--- src/rtl/logic_unit_pipe_if.sv ---
// Valid/ready stream bundle for logic_unit_pipe: operand/op request channel
// plus result/flag response channel.
interface logic_unit_pipe_if #(
  parameter int WIDTH = 32
);
  localparam int PW = $clog2(WIDTH + 1);

  logic             in_valid;
  logic             in_ready;
  logic [WIDTH-1:0] A;
  logic [WIDTH-1:0] B;
  logic [2:0]       op;
  logic             out_valid;
  logic             out_ready;
  logic [WIDTH-1:0] R;
  logic             zero;
  logic             parity;
  logic [PW-1:0]    popcnt;

  modport master (
    output in_valid, A, B, op, out_ready,
    input  in_ready, out_valid, R, zero, parity, popcnt
  );

  modport slave (
    input  in_valid, A, B, op, out_ready,
    output in_ready, out_valid, R, zero, parity, popcnt
  );
endinterface

--- src/rtl/logic_unit_pipe.sv ---
// Pipelined logic unit: 8-op bitwise result plus zero/parity/popcount flags,
// STAGES-deep valid/ready pipeline stallable by the downstream consumer.
module logic_unit_pipe #(
  parameter int WIDTH  = 32,
  parameter int STAGES = 2
) (
  input  logic             clk,
  input  logic             rst_n,
  logic_unit_pipe_if.slave bus
);
  localparam int PW = $clog2(WIDTH + 1);

  logic [WIDTH-1:0] r1_d;
  logic [STAGES:1]  vld_q;
  logic [STAGES:1]  rdy;
  logic [WIDTH-1:0] r_q [1:STAGES];
  logic             zeroOut;
  logic             parityOut;
  logic [PW-1:0]    popOut;

  function automatic logic [PW-1:0] popCount(input logic [WIDTH-1:0] v);
    logic [PW-1:0] c;
    c = '0;
    for (int i = 0; i < WIDTH; i++) c = c + PW'(v[i]);
    return c;
  endfunction

  always_comb begin
    r1_d = '0;
    case (bus.op)
      3'b000:  r1_d = bus.A & bus.B;
      3'b001:  r1_d = bus.A | bus.B;
      3'b010:  r1_d = bus.A ^ bus.B;
      3'b011:  r1_d = ~(bus.A | bus.B);
      3'b100:  r1_d = ~(bus.A & bus.B);
      3'b101:  r1_d = ~(bus.A ^ bus.B);
      3'b110:  r1_d = ~bus.A;
      default: r1_d = bus.A;
    endcase
  end

  // Stage k can load unless it and every stage after it is full while the consumer stalls.
  always_comb begin
    logic allFull;
    allFull = 1'b1;
    rdy     = '0;
    for (int k = STAGES; k >= 1; k--) begin
      allFull = allFull & vld_q[k];
      rdy[k]  = bus.out_ready | ~allFull;
    end
  end

  always_ff @(posedge clk) begin
    if (!rst_n) begin
      vld_q <= '0;
    end else begin
      if (rdy[1]) vld_q[1] <= bus.in_valid;
      for (int k = 2; k <= STAGES; k++) begin
        if (rdy[k]) vld_q[k] <= vld_q[k-1];
      end
    end
  end

  always_ff @(posedge clk) begin
    if (rdy[1] && bus.in_valid) r_q[1] <= r1_d;
    for (int k = 2; k <= STAGES; k++) begin
      if (rdy[k] && vld_q[k-1]) r_q[k] <= r_q[k-1];
    end
  end

  generate
    if (STAGES == 1) begin : g_flagsComb
      always_comb begin
        zeroOut   = (r_q[1] == '0);
        parityOut = ^r_q[1];
        popOut    = popCount(r_q[1]);
      end
    end else begin : g_flagsReg
      logic [STAGES:2] zero_q;
      logic [STAGES:2] parity_q;
      logic [PW-1:0]   pop_q [2:STAGES];

      // Flags are derived from the stage-1 result and then ride along with it.
      always_ff @(posedge clk) begin
        if (rdy[2] && vld_q[1]) begin
          zero_q[2]   <= (r_q[1] == '0);
          parity_q[2] <= ^r_q[1];
          pop_q[2]    <= popCount(r_q[1]);
        end
        for (int k = 3; k <= STAGES; k++) begin
          if (rdy[k] && vld_q[k-1]) begin
            zero_q[k]   <= zero_q[k-1];
            parity_q[k] <= parity_q[k-1];
            pop_q[k]    <= pop_q[k-1];
          end
        end
      end

      assign zeroOut   = zero_q[STAGES];
      assign parityOut = parity_q[STAGES];
      assign popOut    = pop_q[STAGES];
    end
  endgenerate

  // Outputs are forced to zero whenever no item is presented.
  assign bus.in_ready  = rdy[1];
  assign bus.out_valid = vld_q[STAGES];
  assign bus.R         = vld_q[STAGES] ? r_q[STAGES] : '0;
  assign bus.zero      = vld_q[STAGES] & zeroOut;
  assign bus.parity    = vld_q[STAGES] & parityOut;
  assign bus.popcnt    = vld_q[STAGES] ? popOut : '0;
endmodule
--- src/flat_wrapper.sv ---
// flat-port wrapper written by rule: the top's interface ports become plain ports
module logic_unit_pipe_flat 
#(
  parameter int WIDTH  = 32,
  parameter int STAGES = 2
)
  (clk, rst_n, bus_in_valid, bus_A, bus_B, bus_op, bus_out_ready, bus_in_ready, bus_out_valid, bus_R, bus_zero, bus_parity, bus_popcnt);
  logic_unit_pipe_if #(.WIDTH(WIDTH)) bus_i ();
  input  logic clk;
  input  logic rst_n;
  input wire logic [$bits(bus_i.in_valid)-1:0] bus_in_valid;
  input wire logic [$bits(bus_i.A)-1:0] bus_A;
  input wire logic [$bits(bus_i.B)-1:0] bus_B;
  input wire logic [$bits(bus_i.op)-1:0] bus_op;
  input wire logic [$bits(bus_i.out_ready)-1:0] bus_out_ready;
  output wire logic [$bits(bus_i.in_ready)-1:0] bus_in_ready;
  output wire logic [$bits(bus_i.out_valid)-1:0] bus_out_valid;
  output wire logic [$bits(bus_i.R)-1:0] bus_R;
  output wire logic [$bits(bus_i.zero)-1:0] bus_zero;
  output wire logic [$bits(bus_i.parity)-1:0] bus_parity;
  output wire logic [$bits(bus_i.popcnt)-1:0] bus_popcnt;
  assign bus_i.in_valid = bus_in_valid;
  assign bus_i.A = bus_A;
  assign bus_i.B = bus_B;
  assign bus_i.op = bus_op;
  assign bus_i.out_ready = bus_out_ready;
  assign bus_in_ready = bus_i.in_ready;
  assign bus_out_valid = bus_i.out_valid;
  assign bus_R = bus_i.R;
  assign bus_zero = bus_i.zero;
  assign bus_parity = bus_i.parity;
  assign bus_popcnt = bus_i.popcnt;
  logic_unit_pipe #(.WIDTH(WIDTH), .STAGES(STAGES)) u_core (.clk(clk), .rst_n(rst_n), .bus(bus_i));
endmodule
--- config.mk ---
export PLATFORM = sky130hd
export DESIGN_NAME = logic_unit_pipe_flat
export DESIGN_NICKNAME = d
export VERILOG_FILES = /design/src/rtl/logic_unit_pipe_if.sv /design/src/rtl/logic_unit_pipe.sv /design/src/flat_wrapper.sv
export SDC_FILE = /design/constraint.sdc
export NUM_CORES = 1
export LEC_CHECK = 0
export ABC_AREA = 1
export CORE_UTILIZATION = 30
export CTS_BUF_LIST = sky130_fd_sc_hd__clkbuf_16
export DETAILED_ROUTE_END_ITERATION = 10
export SLEW_MARGIN = 40
export SYNTH_ARGS = -nofsm -noshare
export SYNTH_HDL_FRONTEND = slang
export SYNTH_SLANG_ARGS = --single-unit
--- constraint.sdc ---
create_clock -name clk -period 6.5 [get_ports clk]
set_input_delay 1.3 -clock clk [delete_from_list [all_inputs] [get_ports clk]]
set_output_delay 1.3 -clock clk [all_outputs]
set_load 0.03 [all_outputs]
== Word level (Yosys, flattened, before mapping) ==
Memory sizes are Yosys's and may differ from the RTL's.
Cells that the tools add are included.
Cells by class
  add/sub/neg operators: 31
  bitwise gates (word level): 14
  reductions and logical operators: 5
  equality and inequality tests: 6
  multiplexer cells: 7
Operator list (number)
  $pmux W32 S7: 1
  $add A6 B1 Y6: 30
  $not A32 Y32: 4
  $and A32 B32 Y32: 1
  $logic_not A32 Y1: 1
  $mux W32: 1
  $or A32 B32 Y32: 1
  $reduce_xor A32 Y1: 1
  $xor A32 B32 Y32: 1
  $eq A3 B3 Y1 const B: 3
  $eq A3 B2 Y1 const B: 2
  $mux W6: 1
  $mux W1: 4
  $and A1 B1 Y1: 3
  $eq A3 B1 Y1 const B: 1
  $logic_not A3 Y1: 1
  $add A1 B1 Y2: 1
  $logic_and A1 B1 Y1: 2
  $not A1 Y1: 2
  $or A1 B1 Y1: 2
Storage, ports and cells
  word-level logic and storage cells: 69
  bits in registers: 4
  output and inout bits: 42
  RAM bits: 70
  memories: 2
Memory list
  u_core.r_q: words 2, bits a word 32, rd ports 2, clocked after memory_dff 0, write ports 2, RTL line logic_unit_pipe.sv:16  | logic [WIDTH-1:0] r_q [1:STAGES];
  u_core.g_flagsReg.pop_q: words 1, bits a word 6, rd ports 1, clocked after memory_dff 0, write ports 1, RTL line logic_unit_pipe.sv:81  | logic [PW-1:0] pop_q [2:STAGES];

== Depth between registers and ports, before layout ==
Gate-level depths: netlist of run 1.
An unclocked memory read counts as a cell.
  depth after elaboration: 32
  depth in mapped cells: 17

== Worst setup path after synthesis of run 1 ==
OpenSTA, ideal clock, no wires.
  kind: register -> register
  from: memory u_core.r_q[1][0]
  to: memory u_core.g_flagsReg.pop_q[2][4] in the netlist's numbering (data pin)
  setup time: 265 ps
  setup slack: 1566 ps
  period minus slack after synthesis: 4934 ps
  data required time: 6235 ps
  buffers on the path: 0
  cell stages (with the launch flop): 14
  arrival time: 4669 ps
  path through: edfxtp_1 -> inv_1 -> ha_1 -> inv_1 -> fa_1 -> fa_1 -> fa_1 -> fa_1 -> fa_1 -> fa_1 -> fa_1 -> fa_1 -> o21ai_0 -> xor2_1
RTL lines (RTL line)
  start: declaration: logic_unit_pipe.sv:16
  end: declaration: logic_unit_pipe.sv:81

==> impl_metrics.toml, run 1 <==
[outcome]
run_status = "finished, final reports clean"

[routing]
avgRoutedWirePerCell_um = 13.2
number_of_design_rule_violations_left_by_the_first_detailed_router_iteration = 428
detail_route.wirelength.met1_mm = 8.24
ant_nets = 0
met2WireLength_mm = 7.87
dr.pass1.iters = 5
viasPerCell = 4.54
num_vias = 5989
top_signal_layer_used = "met4"
remaining_drc_errors = 0
postRouteWirelength_mm = 17.4
met3WireLength_mm = 1.01

[synth]
ys_async_sr_fraction_pct = 0
yosys.area.top_type = "edfxtp_1"
synth-edff-count = 72
postSynthAreaPerCell_sq_um = 7.47
number_of_distinct_library_cell_variants_in_the_gate_level_netlist_after_synthesis = 22
post_synth_mux_area_share_pct = 0
synth_top_family_by_area = "adder cells"
synthesis.area_sq_um = 6950
synth_nets = 1114
synthCells = 931
synthAdderAreaFrac_pct = 22.8
synthSimpleGateAreaFrac_pct = 20.9
postSynth.topFlopCell = "edfxtp_1"
yosysWarnings = 0
synth_top_cells_by_area = "edfxtp_1 (31%), ha_1 (16%), inv_1 (14%)"
synth.ff_latch_count = 74
synthXorXnorAreaFrac_pct = 1.39
synth_commonest_cells = "inv_1 (265), nand2_1 (139), nor2_1 (131), ha_1 (88), edfxtp_1 (72)"
seq_area_frac_synth_pct = 31.7
yosysMostFrequentCell = "inv_1"
post-synth-top-area-fraction_pct = 31.1
synth-compound-area-share_pct = 6.95

[placement]
placed_cells = 1302
placed_area_sq_um = 8370
detailedPlacementHpwl_mm = 13.3
gp_routability_congestion = 0.848
io_buffer_count = 112
placement.setup.worst_slack_ns = 1.33

[clocking]
cts_htree_levels = 3
clkLatencyLatePin_ns = 0.34
clock_transition_time_at_the_flip_flop_clock_pins_of_the_worst_setup_and_hold_paths_ns = 0.06
post_cts_resize_count = 0
cts.repair_timing.setup_buffer_count = 0
numCtsBuffers = 9
cts.path.max_buffers = 2
numClockSinks = 74
tritoncts = "built"
ctsHoldBuffers = 0
cts_root_buf = "clkbuf_16"

[final_layout]
finish.cell_count_without_fillers = 1319
layout.area.seq_sq_um = 2200
layout-drive-gt1-share_pct = 3.09
nets = 1212
final_instance_area_sq_um = 8740
diodes = 0
multi_input_area_sq_um = 3660
num-fill-cells = 2337
areaGrowthSynthToFinish_pct = 25.7

[grt]
grt_start_max_net_pins = 43
grt_first_pass_wirelength_mm = 28.3
globalRouteTotalUtil_pct = 15.1
antenna_violations_before_repair = 0
grt_overflow = 0
first_global_vias = 5679

[worst_setup_path]
cp_slowest_cell = "fa_1"
crit_top_cell = "fa_1"
worstSetupStartpointType = "flip-flop"
end_kind = "flip-flop"
cp.required_ns = 6.58
cp_slowest_stage_delay_ns = 0.52
timing.reg2reg.setup_slack_ns = 1.34
crit_buf_inv = 2
critical_path_arrival_ns = 5.24
reg2reg_depth = 13
critical_path.max_fanout = 5
worstPathCellList = "inv_1 > ha_1 > inv_1 > fa_1 > fa_1 > fa_1 > fa_1 > fa_1 > fa_1 > fa_1 > fa_1 > o21ai_0 > xor2_1"
critical_path.top_delay_family = "adder cells"
path_class = "reg2reg"
r2r-end = "u_core.g_flagsReg.pop_q[2][4]$_DFFE_PP_"
regToRegStartpoint = "u_core.r_q[1][1]$_DFFE_PP_"

[min_path]
worst_hold_path_cell_count = 0
hp-class = "reg2reg"
worstHoldStart = "u_core.r_q[1][5]$_DFFE_PP_"
whs_endpoint = "u_core.r_q[2][5]$_DFFE_PP_"

[timing]
maxClockFrequency_mhz = 194
grt_setup_unrepaired = "false"
timing.final.hold_violations = 0
setup_slack_ns = 1.34
slew_headroom_pct = 46.3
finalClockSkew_ns = 0.0108
final-setup-viol-count = 0
drv_slew = 0
fin_tns_setup_ns = 0
layout_min_cycle_time_ns = 5.16
tightest_pin_transition_ns = 0.804
timing.final.crit_share_pct = 79.4

[floorplanning]
die_height_um = 154
number_of_primary_i_o_pins = 113
initial_core_util_pct = 30.6
core_region_area_sq_um = 22700
die_w_um = 154
design.die.area_sq_um = 23800
num_rows = 55

[pwr]
cellLeakagePower_nw = 4.44
irDropWorstVdd_uv = 282
power_per_cell_area_nw_per_um2 = 309

[run]
max-cap-violations = 0
-- worst max path at each step --
| stage | cells past startpoint | start | to | slack [ns] |
|---|---|---|---|---|
| 2_1_floorplan | 13 | u_core.r_q[1][0]$_DFFE_PP_ | u_core.g_flagsReg.pop_q[2][4]$_DFFE_PP_ | 1.57 |
| 3_3_place_gp | 13 | u_core.r_q[1][0]$_DFFE_PP_ | u_core.g_flagsReg.pop_q[2][4]$_DFFE_PP_ | 1.43 |
| 3_5_place_dp | 13 | u_core.r_q[1][0]$_DFFE_PP_ | u_core.g_flagsReg.pop_q[2][4]$_DFFE_PP_ | 1.33 |
| 4_1_cts | 13 | u_core.r_q[1][1]$_DFFE_PP_ | u_core.g_flagsReg.pop_q[2][4]$_DFFE_PP_ | 1.31 |
| 5_1_grt | 13 | u_core.r_q[1][1]$_DFFE_PP_ | u_core.g_flagsReg.pop_q[2][4]$_DFFE_PP_ | 1.11 |
| 6_report | 13 | u_core.r_q[1][1]$_DFFE_PP_ | u_core.g_flagsReg.pop_q[2][4]$_DFFE_PP_ | 1.34 |
-- worst register-to-register path: cells and delay by family (launching register included) --
family,cells,cell delay (ns)
fa+ha+maj,9,4.07
flops,1,0.38
compound gates,1,0.21
buf+inv,2,0.14
xor+xnor,1,0.09
-- stage by stage --
step	util, %	hold WS [ns]	power [mW]
final	38.5	0.449	2.70
after global routing	38.5	0.459	2.99
after CTS	38.3	0.449	2.72
after detailed placement	36.9	0.436	2.16
after global placement	36.9	0.432	2.09
after floorplan	-	0.426	1.80
-- layout by cell type, fill, tap and decap left out, types with 5 or more instances in the layout --
cell type	synthesis	layout
fa_1	24	24
xnor2_1	5	5
inv_1	265	265
xor2_1	6	6
o21ai_0	23	23
nor2_1	131	129
ha_1	88	88
edfxtp_1	72	72
nor3_1	21	21
nand3_1	45	42
a31oi_1	11	11
clkbuf_16	0	9
o22ai_1	43	43
clkdlybuf4s50_1	0	112
buf_4	0	6
nand2_1	139	138
a21oi_1	6	5
nand4_1	15	15
-- final cells by class --
type,count,share of cell area (%)
Multi-Input combinational cell,559,41.8
Timing Repair Buffer,119,13.7
Inverter,266,11.4
Sequential cell,74,25.2
Clock buffer,9,2.58
Clock inverter,7,1.23
Tap cell,285,4.08
-- cell families after synthesis --
kind of cell | count (synthesis)
AND/OR/NAND/NOR | 353
buffers and inverters | 298
adder cells (fa/ha/maj) | 112
AO/OA/AOI/OAI | 83
flip-flops | 74
XOR/XNOR | 11
-- routing by layer --
layer / up-vias / GRT usage [%]
met1: 2714 / 20.7
met2: 182 / 24.9
met4: 0 / 4.48
li1: 3074 / -
met3: 19 / 1.77
met5: - / 0
-- report_power, final --
group | total, mW | internal, mW | switching [mW]
Sequential | 0.706 | 0.679 | 0.0268
Clock | 0.556 | 0.344 | 0.212
Combinational | 1.44 | 0.628 | 0.808
Total | 2.70 | 1.65 | 1.05
-- flip-flops by register name, indices dropped and copies added, names as in the netlist --
| register | cells |
|---|---|
| u_core.g_flagsReg.pop_q | 6 |
| u_core.vld_q | 2 |
| u_core.g_flagsReg.zero_q | 1 |
| u_core.g_flagsReg.parity_q | 1 |
| u_core.r_q | 64 |
Note: power is estimated with default switching activity, not from simulation.
==> run 2: changes to the inputs <==
==> constraint.sdc (replaced) <==
create_clock -name clk -period 4.6 [get_ports clk]
set_input_delay 0.92 -clock clk [delete_from_list [all_inputs] [get_ports clk]]
set_output_delay 0.92 -clock clk [all_outputs]
set_load 0.03 [all_outputs]
==> run 2 against run 1 <==
  * The run now ends with negative setup slack left
  * Sequential power up 41%
  * Clock skew down 0.0017 ns
  * Design area up 2.2%
  * Register-to-register slack worse by 1.5 ns
  * Sequential share of layout area down 0.53 points
  * Power up 60%
  * Via count up 0.78%
  * Critical endpoint unchanged
  * Largest cell class unchanged
  * Largest power group unchanged
==> impl_metrics.toml, run 2 (synthesized netlist as in run 1, its figures left out) <==
[timing]
drv_slew = 0
grt_setup_unrepaired = "true"
tightest_pin_transition_ns = 0.653
timing.final.crit_share_pct = 103
timing.final.hold_violations = 0
setup_slack_ns = -0.151
maxClockFrequency_mhz = 210
final-setup-viol-count = 3
layout_min_cycle_time_ns = 4.75
finalClockSkew_ns = 0.00915
slew_headroom_pct = 56.4
fin_tns_setup_ns = -0.363

[clocking]
numClockSinks = 74
cts_htree_levels = 3
numCtsBuffers = 9
tritoncts = "built"
ctsHoldBuffers = 0
clkLatencyLatePin_ns = 0.34
cts.path.max_buffers = 2
clock_transition_time_at_the_flip_flop_clock_pins_of_the_worst_setup_and_hold_paths_ns = 0.06
cts_root_buf = "clkbuf_16"

[placement]
gp_routability_congestion = 0.802
detailedPlacementHpwl_mm = 13.8
placed_cells = 1321
io_buffer_count = 112

[grt]
first_global_vias = 5859
grt_overflow = 0
globalRouteTotalUtil_pct = 15.6
grt_start_max_net_pins = 33
grt_first_pass_wirelength_mm = 29.3
antenna_violations_before_repair = 0

[final_layout]
nets = 1232
finish.cell_count_without_fillers = 1339
register_with_the_most_flip_flops = "u_core.r_q"
final_common_cell = "inv_1"
areaGrowthSynthToFinish_pct = 28.5
diodes = 0
largest_register_ff_count = 64
num-fill-cells = 2336
layout-drive-gt1-share_pct = 5.98
most_used_cells_in_the_layout_excluding_fill_and_tap_cells = "inv_1 (261), nand2_1 (139), nor2_1 (129), clkdlybuf4s50_1 (112), ha_1 (86)"
registers_with_the_most_flip_flops = "u_core.r_q (64), u_core.g_flagsReg.pop_q (6), u_core.vld_q (2)"

[floorplanning]
die_height_um = 154
core_region_area_sq_um = 22700
num_rows = 55
number_of_primary_i_o_pins = 113
design.die.area_sq_um = 23800
die_w_um = 154
initial_core_util_pct = 30.6

[worst_setup_path]
path_class = "reg2reg"
worstPathCellList = "inv_2 > ha_4 > inv_2 > fa_1 > fa_1 > fa_1 > fa_1 > fa_1 > fa_1 > fa_2 > fa_2 > o21ai_2 > xor2_1"
cp.required_ns = 4.69
crit_top_cell = "fa_1"
cp_slowest_stage_delay_ns = 0.53
critical_path.max_fanout = 2
end_kind = "flip-flop"
critical_path_arrival_ns = 4.84
worstSetupStartpointType = "flip-flop"
cp_slowest_cell = "fa_1"

[pwr]
irDropWorstVdd_uv = 549
power_per_cell_area_nw_per_um2 = 483
cellLeakagePower_nw = 4.55
post_layout_total_power_mw = 4.32

[routing]
number_of_design_rule_violations_left_by_the_first_detailed_router_iteration = 286
postRouteWirelength_mm = 17.7
num_vias = 6036
avgRoutedWirePerCell_um = 13.2
remaining_drc_errors = 0
dr.pass1.iters = 5
ant_nets = 0
viasPerCell = 4.51

[min_path]
hp-class = "reg2reg"

[outcome]
violations = "negative setup slack"
run_status = "finished with violations"

[run]
max-cap-violations = 0
==> run 2: cell count changes in the layout (fill, tap and decap cells not counted), moves of 2 or more <==
cell      delta
fa_2         +3
buf_12       +3
inv_2        +4
fa_1         -3
clkinv_2     +2
nand3_1      +2
buf_4       +18
inv_1        -4
ha_1         -2
o21ai_0      -2
a21oi_1      -2
==> run 2: critical path, delay by kind of cell, from the launching register on <==
family	cells	cell delay [ns]
compound gates	1	0.13
buf+inv	2	0.09
fa+ha+maj	9	3.85
xor+xnor	1	0.07
flops	1	0.36
==> run 2: metrics by stage <==
step | hold slack (ns) | area (sq um) | worst slack (ns) | utilization [%]
after global placement | 0.430 | 8560 | -0.162 | 37.7
final | 0.450 | 8930 | -0.151 | 39.3
after global routing | 0.460 | 8930 | -0.272 | 39.3
after CTS | 0.447 | 8910 | -0.170 | 39.2
after detailed placement | 0.432 | 8560 | -0.240 | 37.7
after floorplan | 0.426 | 6970 | -0.0813 | -
==> run 2: final timing paths <==
kind	from	endpoint	slack, ns	cells after the start
max	u_core.r_q[1][0]$_DFFE_PP_	u_core.g_flagsReg.pop_q[2][4]$_DFFE_PP_	-0.15	13
max reg2reg	u_core.r_q[1][0]$_DFFE_PP_	u_core.g_flagsReg.pop_q[2][4]$_DFFE_PP_	-0.15	13
min	u_core.r_q[1][7]$_DFFE_PP_	u_core.r_q[2][7]$_DFFE_PP_	0.45	0
min reg2reg	u_core.r_q[1][7]$_DFFE_PP_	u_core.r_q[2][7]$_DFFE_PP_	0.45	0
==> run 2: timing repair <==
item,in CTS,in global routing
endpoints found under the hold margin,0,0
setup buffers,2,0
resized for setup,3,6
setup endpoints to repair,5,5
pin swaps,2,4
==> run 2: power by group <==
group | total [mW] | internal, mW | switching [mW]
Combinational | 2.55 | 1.14 | 1.41
Clock | 0.769 | 0.480 | 0.289
Sequential | 0.998 | 0.960 | 0.0381
==> run 2: final cells by class <==
type / count / area [sq um] / area share (%)
inverters: 266 / 998 / 11.2
flip-flops and latches: 74 / 2200 / 24.7
clock inverters: 7 / 98.8 / 1.11
multi-input cells: 559 / 3690 / 41.3
repair buffers: 139 / 1360 / 15.2
clock buffers: 9 / 225 / 2.52
well taps: 285 / 357 / 3.99
==> run 2: per-layer routing <==
metal | vias to the layer above | GRT usage [%] | wire, um
li1 | 3119 | - | -
met4 | 0 | 3.43 | 154
met5 | - | 0 | 0
met2 | 133 | 26.6 | 8360
met3 | 13 | 2.07 | 782
met1 | 2771 | 21.1 | 8440
==> run 3: changes to the inputs <==
--- a/config.mk
+++ b/config.mk
@@ -8,6 +8,7 @@
 export ABC_AREA = 1
 export CORE_UTILIZATION = 30
 export CTS_BUF_LIST = sky130_fd_sc_hd__clkbuf_16
+export CTS_CLUSTER_DIAMETER = 40
 export DETAILED_ROUTE_END_ITERATION = 10
 export SLEW_MARGIN = 40
 export SYNTH_ARGS = -nofsm -noshare
==> results of run 3 <==
No change in the layout: final DEF, timing and power equal those of run 2.
